`src/rtl/bch_link_pkg.sv`:
```
// Shared definitions for the BCH(204,128) voice link.
//   LFSR_POLY          : right-shift Galois toggle mask for x^32+x^22+x^2+x+1
//   LFSR_DEFAULT_SEED  : default noise LFSR seed
//   BCH_T              : correction capability of the BCH code
//   avst_beat_t        : one Avalon-ST beat (data, sop, eop); data sized for
//                        the widest supported symbol
//   lfsr_next()        : one Galois LFSR step
package bch_link_pkg;

  localparam logic [31:0] LFSR_POLY         = 32'h8020_0003;
  localparam logic [31:0] LFSR_DEFAULT_SEED = 32'hACE1_2468;
  localparam int          BCH_T             = 10;
  localparam int          BEAT_MAX_W        = 16;

  typedef struct packed {
    logic [BEAT_MAX_W-1:0] data;
    logic                  sop;
    logic                  eop;
  } avst_beat_t;

  function automatic logic [31:0] lfsr_next(input logic [31:0] q);
    return q[0] ? ((q >> 1) ^ LFSR_POLY) : (q >> 1);
  endfunction

endpackage

```
`src/rtl/lfsr32_galois.sv`:
```
// 32-bit Galois LFSR, steps once per cycle with advance high.
//   clk     : clock
//   reset   : asynchronous active-low reset, reloads SEED
//   advance : step enable
//   q       : current state
module lfsr32_galois
  import bch_link_pkg::*;
#(
  parameter logic [31:0] SEED = LFSR_DEFAULT_SEED
) (
  input  logic        clk,
  input  logic        reset,
  input  logic        advance,
  output logic [31:0] q
);

  always_ff @(posedge clk or negedge reset) begin
    if (!reset) begin
      q <= SEED;
    end else if (advance) begin
      q <= lfsr_next(q);
    end
  end

endmodule

```
`src/rtl/bch_channel_noise.sv`:
```
// Noisy channel between the BCH encoder and decoder. One register stage on
// an Avalon-ST byte stream; flips at most one pseudo-random bit per beat
// under a per-packet error budget.
// Optional feature macro: BCH_NOISE_STATS_EN builds the statistics outputs
// (errs_injected, pkt_count, framing_err); without it they are tied to 0.
// Ports:
//   clk, reset (async, active-low)
//   in_valid/in_ready/in_sop/in_eop/in_data       : upstream beat
//   out_valid/out_ready/out_sop/out_eop/out_data  : downstream beat
//   inject_en   : global injection enable
//   rate_thresh : per-beat flip probability ~ rate_thresh/65536 (FFFF = always)
//   err_limit   : requested flips per packet, clamped to MAX_ERR
//   errs_injected, pkt_count, framing_err : packet statistics
module bch_channel_noise
  import bch_link_pkg::*;
#(
  parameter int          DATA_W    = 8,
  parameter int          MAX_ERR   = BCH_T,
  parameter logic [31:0] LFSR_SEED = LFSR_DEFAULT_SEED
) (
  input  logic              clk,
  input  logic              reset,
  input  logic              in_valid,
  output logic              in_ready,
  input  logic              in_sop,
  input  logic              in_eop,
  input  logic [DATA_W-1:0] in_data,
  output logic              out_valid,
  input  logic              out_ready,
  output logic              out_sop,
  output logic              out_eop,
  output logic [DATA_W-1:0] out_data,
  input  logic              inject_en,
  input  logic [15:0]       rate_thresh,
  input  logic [7:0]        err_limit,
  output logic [7:0]        errs_injected,
  output logic [15:0]       pkt_count,
  output logic              framing_err
);

  localparam int IDX_W = (DATA_W > 1) ? $clog2(DATA_W) : 1;

  function automatic logic [7:0] sat_limit(input logic [7:0] req);
    return (req > 8'(MAX_ERR)) ? 8'(MAX_ERR) : req;
  endfunction

  logic              in_xfer;
  logic [31:0]       lfsr_q;
  logic              in_pkt;
  logic [7:0]        budget_used;
  logic [7:0]        budget_base;
  logic [7:0]        budget_next;
  logic              beat_ok;
  logic              rate_hit;
  logic              flip;
  logic [IDX_W-1:0]  bit_idx;
  logic [DATA_W-1:0] flip_mask;
  logic              vld_p0;
  logic              sop_p0;
  logic              eop_p0;
  logic [DATA_W-1:0] data_p0;
  logic              unused_lfsr;

  assign in_ready = ~vld_p0 | out_ready;
  assign in_xfer  = in_valid & in_ready;

  // Stepping only on accepted beats keeps the flip pattern a function of
  // beat index alone, independent of downstream stalls.
  lfsr32_galois #(.SEED(LFSR_SEED)) u_lfsr (
    .clk     (clk),
    .reset   (reset),
    .advance (in_xfer),
    .q       (lfsr_q)
  );

  assign unused_lfsr = ^lfsr_q[31:16+IDX_W];

  always_comb begin
    // A sop beat starts a fresh budget even if the previous packet never closed.
    budget_base = in_sop ? 8'd0 : budget_used;
    beat_ok     = in_sop | in_pkt;
    rate_hit    = (rate_thresh == 16'hFFFF) | (lfsr_q[15:0] < rate_thresh);
    flip        = inject_en & beat_ok & rate_hit & (budget_base < sat_limit(err_limit));
    budget_next = budget_base + 8'(flip);
    bit_idx     = (DATA_W > 1) ? lfsr_q[16 +: IDX_W] : '0;
    flip_mask   = flip ? (DATA_W'(1) << bit_idx) : '0;
  end

  // Stage p0: output register
  always_ff @(posedge clk or negedge reset) begin
    if (!reset) begin
      vld_p0  <= 1'b0;
      sop_p0  <= 1'b0;
      eop_p0  <= 1'b0;
      data_p0 <= '0;
    end else if (in_xfer) begin
      vld_p0  <= 1'b1;
      sop_p0  <= in_sop;
      eop_p0  <= in_eop;
      data_p0 <= in_data ^ flip_mask;
    end else if (out_ready) begin
      vld_p0  <= 1'b0;
    end
  end

  assign out_valid = vld_p0;
  assign out_sop   = sop_p0;
  assign out_eop   = eop_p0;
  assign out_data  = data_p0;

  always_ff @(posedge clk or negedge reset) begin
    if (!reset) begin
      in_pkt      <= 1'b0;
      budget_used <= 8'd0;
    end else if (in_xfer) begin
      in_pkt      <= beat_ok & ~in_eop;
      budget_used <= budget_next;
    end
  end

`ifdef BCH_NOISE_STATS_EN
  logic [7:0]  errs_q;
  logic [15:0] pkt_q;
  logic        ferr_q;

  always_ff @(posedge clk or negedge reset) begin
    if (!reset) begin
      errs_q <= 8'd0;
      pkt_q  <= 16'd0;
      ferr_q <= 1'b0;
    end else if (in_xfer) begin
      if (in_sop == in_pkt) begin
        ferr_q <= 1'b1;
      end
      // An eop outside a packet is a framing error, not a completed packet.
      if (in_eop & beat_ok) begin
        errs_q <= budget_next;
        pkt_q  <= pkt_q + 16'd1;
      end
    end
  end

  assign errs_injected = errs_q;
  assign pkt_count     = pkt_q;
  assign framing_err   = ferr_q;
`else
  assign errs_injected = 8'd0;
  assign pkt_count     = 16'd0;
  assign framing_err   = 1'b0;
`endif

endmodule

```
`config.mk`:
```
export PLATFORM = sky130hd
export DESIGN_NAME = bch_channel_noise
export DESIGN_NICKNAME = d
export VERILOG_FILES = /design/src/rtl/bch_link_pkg.sv /design/src/rtl/lfsr32_galois.sv /design/src/rtl/bch_channel_noise.sv
export SDC_FILE = /design/constraint.sdc
export NUM_CORES = 1
export LEC_CHECK = 0
export ABC_AREA = 1
export ABC_CLOCK_PERIOD_IN_PS = 2830
export CORE_MARGIN = 2
export CORE_UTILIZATION = 40
export DETAILED_ROUTE_END_ITERATION = 12
export GPL_TIMING_DRIVEN = 0
export HOLD_SLACK_MARGIN = 0.1
export PLACE_DENSITY = 0.66
export SETUP_SLACK_MARGIN = 0.2
export SYNTH_ARGS = -nofsm -noshare
export SYNTH_HDL_FRONTEND = slang
export SYNTH_SLANG_ARGS = --single-unit
```
`constraint.sdc`:
```
create_clock -name clk -period 2.83 [get_ports clk]
set_input_delay 0.7075 -clock clk [delete_from_list [all_inputs] [get_ports clk]]
set_output_delay 0.7075 -clock clk [all_outputs]
set_load 0.05 [all_outputs]
```
# Yosys cells after proc, flatten, opt, wreduce, memory -nomap -nowiden
# Cells that the tools add are included.
[word_totals]
ff_bits = 52
output_inout_bits = 37
[op_classes]
n_addsub = 1
magnitude_cmp = 3
n_eq_ne = 1
n_shift = 1
muxes = 6
bitwise_logic = 12
n_reduce_logical = 1
[op_table]
columns = ["cell", "count"]
rows = [
  ["$mux W32", 1],
  ["$mux W8", 3],
  ["$eq A16 B16 Y1 const B", 1],
  ["$lt A16 B16 Y1", 1],
  ["$add A8 B1 Y8", 1],
  ["$gt A8 B4 Y1 const B", 1],
  ["$lt A8 B8 Y1", 1],
  ["$shl A1 B3 Y8 const A", 1],
  ["$xor A8 B8 Y8", 1],
  ["$and A1 B1 Y1", 5],
  ["$not A3 Y4", 1],
  ["$or A1 B1 Y1", 3],
  ["$mux W1", 2],
  ["$not A1 Y1", 2],
  ["$reduce_bool A2 Y1", 1],
]

# Logic depth before layout (Yosys ltp)
[depth]
word_depth = 6
ltp_mapped = 21

# Hierarchy
# From an unflattened synthesis, not the netlist that was laid out.
[hier_totals]
cells_unflattened = 436
hier_area_um2 = 3281.9
[modules_own_cells]
columns = ["mod", "n_inst", "cells_each", "area_per_inst_um2"]
rows = [
  ["bch_channel_noise", 1, 295, 2016.9],
  ["lfsr32_galois", 1, 141, 1265.0],
]

# Worst setup path after synthesis
# No wires, ideal clock.
[synth_path]
kind = "input -> register"
start = "input port err_limit[7]"
end = "register budget_used[6]"
setup_ps = 118
arrival_ps = 2976
path_slack_ps = -264
stages = 21
path_buffers = 1
cell_sequence = "inv_1 > nand2_1 > nor2_4 > nand2_1 > nor2_1 > nand2_1 > ha_1 > nand2_1 > inv_1 > nand2_1 > nand2_2 > a21oi_4 > buf_6 > and2_1 > ha_1 > ha_1 > nand2_1 > nor3_1 > nand3_1 > xnor2_1 > inv_1"
[synth_via]
elab_chain_cells = 5
[synth_rtl]
columns = ["element", "line", "rtl"]
rows = [
  ["start: declaration", "bch_channel_noise.sv:35", "input logic [7:0] err_limit,"],
  ["$gt A8 B4 Y1", "bch_channel_noise.sv:44", "return (req > 8'(MAX_ERR)) ? 8'(MAX_ERR) : req;"],
  ["$mux W8 (*)", "bch_channel_noise.sv:44", ""],
  ["$lt A8 B8 Y1 (*)", "bch_channel_noise.sv:83", "flip = inject_en & beat_ok & rate_hit & (budget_base < sat_limit(err_limit));"],
  ["$and A1 B1 Y1 (*)", "bch_channel_noise.sv:83", ""],
  ["$add A8 B1 Y8 (*)", "bch_channel_noise.sv:84", "budget_next = budget_base + 8'(flip);"],
  ["end signal: assignment", "bch_channel_noise.sv:117", "budget_used <= budget_next;"],
  ["end: declaration", "bch_channel_noise.sv:50", "logic [7:0] budget_used;"],
]
# Mark *: on every way between the ends. The rest lies on a longest branch, timed or not.
# A chain may end at the register's enable or synchronous reset.

# Worst setup path in the final report
[layout_path]
start = "input port rate_thresh[10]"
end = "register budget_used[4]"
[layout_via]
elab_chain_cells = 5
word_cells_on_any_way = 6
[layout_rtl]
columns = ["element", "line", "rtl"]
rows = [
  ["start: declaration", "bch_channel_noise.sv:34", "input logic [15:0] rate_thresh,"],
  ["$lt A16 B16 Y1 / $eq A16 B16 Y1 (equally long branches)", "bch_channel_noise.sv:82", "rate_hit = (rate_thresh == 16'hFFFF) | (lfsr_q[15:0] < rate_thresh);"],
  ["$or A1 B1 Y1 (*)", "bch_channel_noise.sv:82", ""],
  ["$and A1 B1 Y1 (*) (2 in a row)", "bch_channel_noise.sv:83", ""],
  ["$add A8 B1 Y8 (*)", "bch_channel_noise.sv:84", ""],
]
# Marked as above.

==> results.md <==
| Stage | Parameter | Reported |
|---|---|---|
| layout | Most common cell after layout, fill and taps aside | sky130_fd_sc_hd__nand2_1 |
| timing | Fin. Hold Viols | 0 |
| worst setup path | Critical Path Start Type | input port |
| placed design | Placed wire-length estimate after detailed placement | 5.17 mm |
| yosys | Area of the mapped netlist | 3210 sq um |
| yosys | Part of the Yosys area used for sequential elements | 0.410 |
| layout | Layout net count | 571 |
| clock tree | Number of sinks on the clock net | 52 |
| floorplanning | Full die area | 8770 sq um |
| pwr | Switching part of the total power | 0.387 |
| grt | Global route total overflow | 0 |
| grt | Maximum number of pins on one net before global-route repair | 42 |
| worst setup path | Cell class contributing the biggest share of worst-path delay | buffers and inverters |
| worst setup path | Critical R2R Launch | budget_used[1]$_DFFE_PN0P_ |
| worst setup path | WP depth | 18 |
| worst hold path | Min-delay worst type | in2async |
| clock tree | Hold bufs inserted after CTS | 0 |
| floorplanning | Number of ports placed on the die boundary | 76 |
| timing | Final setup vio count | 0 |
| worst setup path | FF-to-FF setup slack | 250 ps |
| layout | Area grow syn2layout | 36.4% |
| clock tree | Root buf cell | sky130_fd_sc_hd__clkbuf_8 |
| pwr | Worst vdd ir | 0.352 mV |
| worst setup path | Timing endpoint of the critical path | budget_used[4]$_DFFE_PN0P_ |
| timing | Worst Max-Slew Pin Slew | 514 ps |
| layout | Diodes inserted | 0 |
| outcome | Outcome | completed |
| placed design | Post-Place Setup Slack | -966 ps |
| yosys | Most frequently used flop master after synthesis | sky130_fd_sc_hd__dfrtp_1 |
| timing | Setup Skew | 6.53 ps |
| grt | Antenna violations before repair | 0 |
| layout | Cell Count, Final, Fillers Out | 611 |
| timing | Min cycle time layout | 2710 ps |
| route | Vias post-DR | 2,788 |
| route | Average wire per cell in the routed design | 11.5 um |
| timing | Share of the clock period used by the worst path | 0.959 |
| layout | Share of layout cells above drive strength 1 | 0.250 |
| grt | Wire length of the first global-routing pass | 12.4 mm |
| route | Total wire length | 7.00 mm |
| layout | Post-route design area | 4390 sq um |
| timing | Highest achievable clock rate | 369 MHz |
| worst setup path | Crit path max fanout | 2 |
| pwr | P per Cell Area | 572 nW/um^2 |
| route | Iteration count of the initial detailed-routing pass | 4 |
| floorplanning | Starting utilization of the core area | 0.414 |
| yosys | Count of yosys warnings during synthesis | 0 |
| clock tree | CTS tree | done |
| placed design | Final weighted congestion in routability-driven placement | 0.850 |
| grt | Via count of the first global-routing pass | 2,792 |
| timing | Worst slew margin relative to its limit | 0.657 |
| placed design | Area after DPL | 4020 sq um |
| worst setup path | Required time of the critical path | 3020 ps |
| clock tree | # H-tree levels | 2 |
| run | Reported max-cap violation count | 0 |
| yosys | Distinct cell type count after synthesis | 30 |
| floorplanning | Die span in x | 93.6 um |
| route | Ratio of routed vias to standard cells | 4.56 |
| timing | Setup_tns | 0 ps |
| clock tree | Number of buffers inserted during clock tree synthesis | 5 |
| timing | Worst Setup Slack, final | 117 ps |
| timing | Final slew viol count | 0 |
| worst setup path | Endpoint of the most critical register-to-register path | budget_used[4]$_DFFE_PN0P_ |
| clock tree | Later-pin clock latency in the skew report | 310 ps |
| worst setup path | CP Capture Type | flip-flop |
| pwr | Static Leak | 2.20 nW |
| floorplanning | Height of the die | 93.6 um |
| grt | GRT Resource Usage Total | 0.173 |
| yosys | Mean instance size in the synthesized netlist | 7.84 sq um |
| pwr | Clock group share of total power | 0.171 |
| yosys | #FFs+latches synth | 52 |
| worst setup path | Class of the most critical setup path | in2reg |
| yosys | Proportion of register bits with asynchronous set or reset after synthesis | 1.00 |
| pwr | Fraction of power consumed by combinational cells | 0.385 |
| worst setup path | CP max stage delay | 280 ps |
| placed design | Total placed cells including tap cells | 589 |
| worst setup path | Crit path max-delay cell type | sky130_fd_sc_hd__ha_1 |
| pwr | Reported net switching power | 0.969 mW |
| yosys | Number of instances in the synthesized netlist | 410 |
| route | DRC Markers | 0 |
| clock tree | Max Buffers Root-to-Sink | 2 |
| yosys | Number of flops mapped to enable cells by yosys | 0 |
| route | Starting DRT DRC Count | 148 |
| route | Routed Antenna Nets | 0 |
| worst setup path | Chain of cells forming the critical path | dlygate4sd2_1 -> inv_2 -> ha_1 -> nand2_2 -> buf_4 -> nor3_2 -> nand2_1 -> nand2_2 -> nand2_4 -> buf_6 -> and2_4 -> ha_4 -> ha_4 -> nand2_4 -> nor3_4 -> buf_4 -> buf_6 -> xnor2_4 |
| timing | Setup repair after global routing missed its margin | yes |
| worst setup path | WP buf/inv | 6 |
| worst setup path | Crit path arrival time | 2910 ps |
| placed design | Number of buffer cells added on primary ports | 49 |
| pwr | Internal power | 1.54 mW |
| worst setup path | CP startpoint | rate_thresh[10] |
| layout | Highest-count cells in the layout ignoring fill and taps | sky130_fd_sc_hd__nand2_1, sky130_fd_sc_hd__inv_1, sky130_fd_sc_hd__buf_4, sky130_fd_sc_hd__dfrtp_1, sky130_fd_sc_hd__o21ai_0 |
| pwr | Sequential group share of total power | 0.444 |
| clock tree | Clock slew at the register clock pins of the worst setup and hold paths | 90 ps |
| floorplanning | Total core area | 7770 sq um |
| worst setup path | FF-to-FF path depth | 17 |
| floorplanning | Number of core rows | 32 |
-- worst min path at each step --
stage                                   from                         end  slack, ps  depth (start not counted)
finish                                 reset     out_data[3]$_DFFE_PN0P_        280                          1
detailed placement   out_data[3]$_DFFE_PN0P_     out_data[3]$_DFFE_PN0P_        460                          2
global placement    u_lfsr.q[22]$_DFFE_PN1P_    u_lfsr.q[22]$_DFFE_PN1P_        470                          2
global route                           reset     out_data[0]$_DFFE_PN0P_        290                          1
floorplan                              reset  budget_used[0]$_DFFE_PN0P_        410                          0
CTS                                    reset     out_data[3]$_DFFE_PN0P_        280                          1
-- power by group through the flow --
| stage | sequential (mW) | combinational [mW] | clock [mW] |
|---|---|---|---|
| floorplan | 1.17 | 0.543 | 0 |
| global placement | 1.11 | 0.840 | 0 |
| detailed placement | 1.11 | 0.869 | 0 |
| CTS | 1.12 | 0.964 | 0.439 |
| global route | 1.15 | 1.09 | 0.473 |
| finish | 1.11 | 0.965 | 0.428 |
-- cell families after synthesis --
| kind of cell | Yosys count | synth area share |
|---|---|---|
| DFF | 52 | 0.410 |
| AOI/OAI and AO/OA | 48 | 0.0825 |
| adders and majority gates | 24 | 0.0934 |
| and+or+nand+nor | 175 | 0.234 |
| buffers and inverters | 100 | 0.153 |
| other | 2 | 0.00234 |
| xor gates and xnor gates | 9 | 0.0245 |
-- Yosys cell counts, types with 6 or more instances --
cell type / instances / area [sq um]
sky130_fd_sc_hd__buf_4: 26 / 195
sky130_fd_sc_hd__nor3_1: 11 / 55.1
sky130_fd_sc_hd__a21oi_1: 10 / 50.1
sky130_fd_sc_hd__dfstp_2: 13 / 342
sky130_fd_sc_hd__o21ai_0: 32 / 160
sky130_fd_sc_hd__inv_1: 60 / 225
sky130_fd_sc_hd__nor2_1: 14 / 52.6
sky130_fd_sc_hd__ha_1: 24 / 300
sky130_fd_sc_hd__clkbuf_1: 8 / 30.0
sky130_fd_sc_hd__dfrtp_1: 39 / 976
sky130_fd_sc_hd__nand3_1: 19 / 95.1
sky130_fd_sc_hd__nand2_1: 111 / 417
sky130_fd_sc_hd__xnor2_1: 6 / 52.6
sky130_fd_sc_hd__nand4_1: 11 / 68.8
-- timing repair --
item / 4_1_cts / 5_1_grt
setup buffers: 11 / 3
gates resized for setup: 82 / 14
endpoints found under the setup margin: 17 / 7
pin swaps: 46 / 16
-- metal layers --
layer	GRT usage	wire, um	up-vias
li1	-	-	1441
met2	0.308	3430	58
met5	0	0	-
met1	0.224	3200	1284
met4	0.0278	58	0
met3	0.0290	309	5
-- flip-flops by register name, indices dropped and copies added, names as in the netlist --
register	flops
budget_used	8
out_valid	1
out_eop	1
out_sop	1
out_data	8
in_pkt	1
u_lfsr.q	32
-- layout make-up --
cell class              count  area (sq um)
clock buffers               6          72.6
flip-flops and latches     52          1320
well taps                 102           128
multi-input cells         285          1750
clock inverters             2          16.3
plain buffers              37           259
fillers                   740          3380
inverters                  63           256
repair buffers             64           589
-- per-stage QoR --
stage,utilization,hold slack (ps),power [mW]
5_1_grt,0.565,292,2.70
3_3_place_gp,0.516,466,1.95
6_report,0.565,277,2.51
2_1_floorplan,-,412,1.71
4_1_cts,0.554,284,2.52
3_5_place_dp,0.518,464,1.98
(Power assumes the default switching activity.)
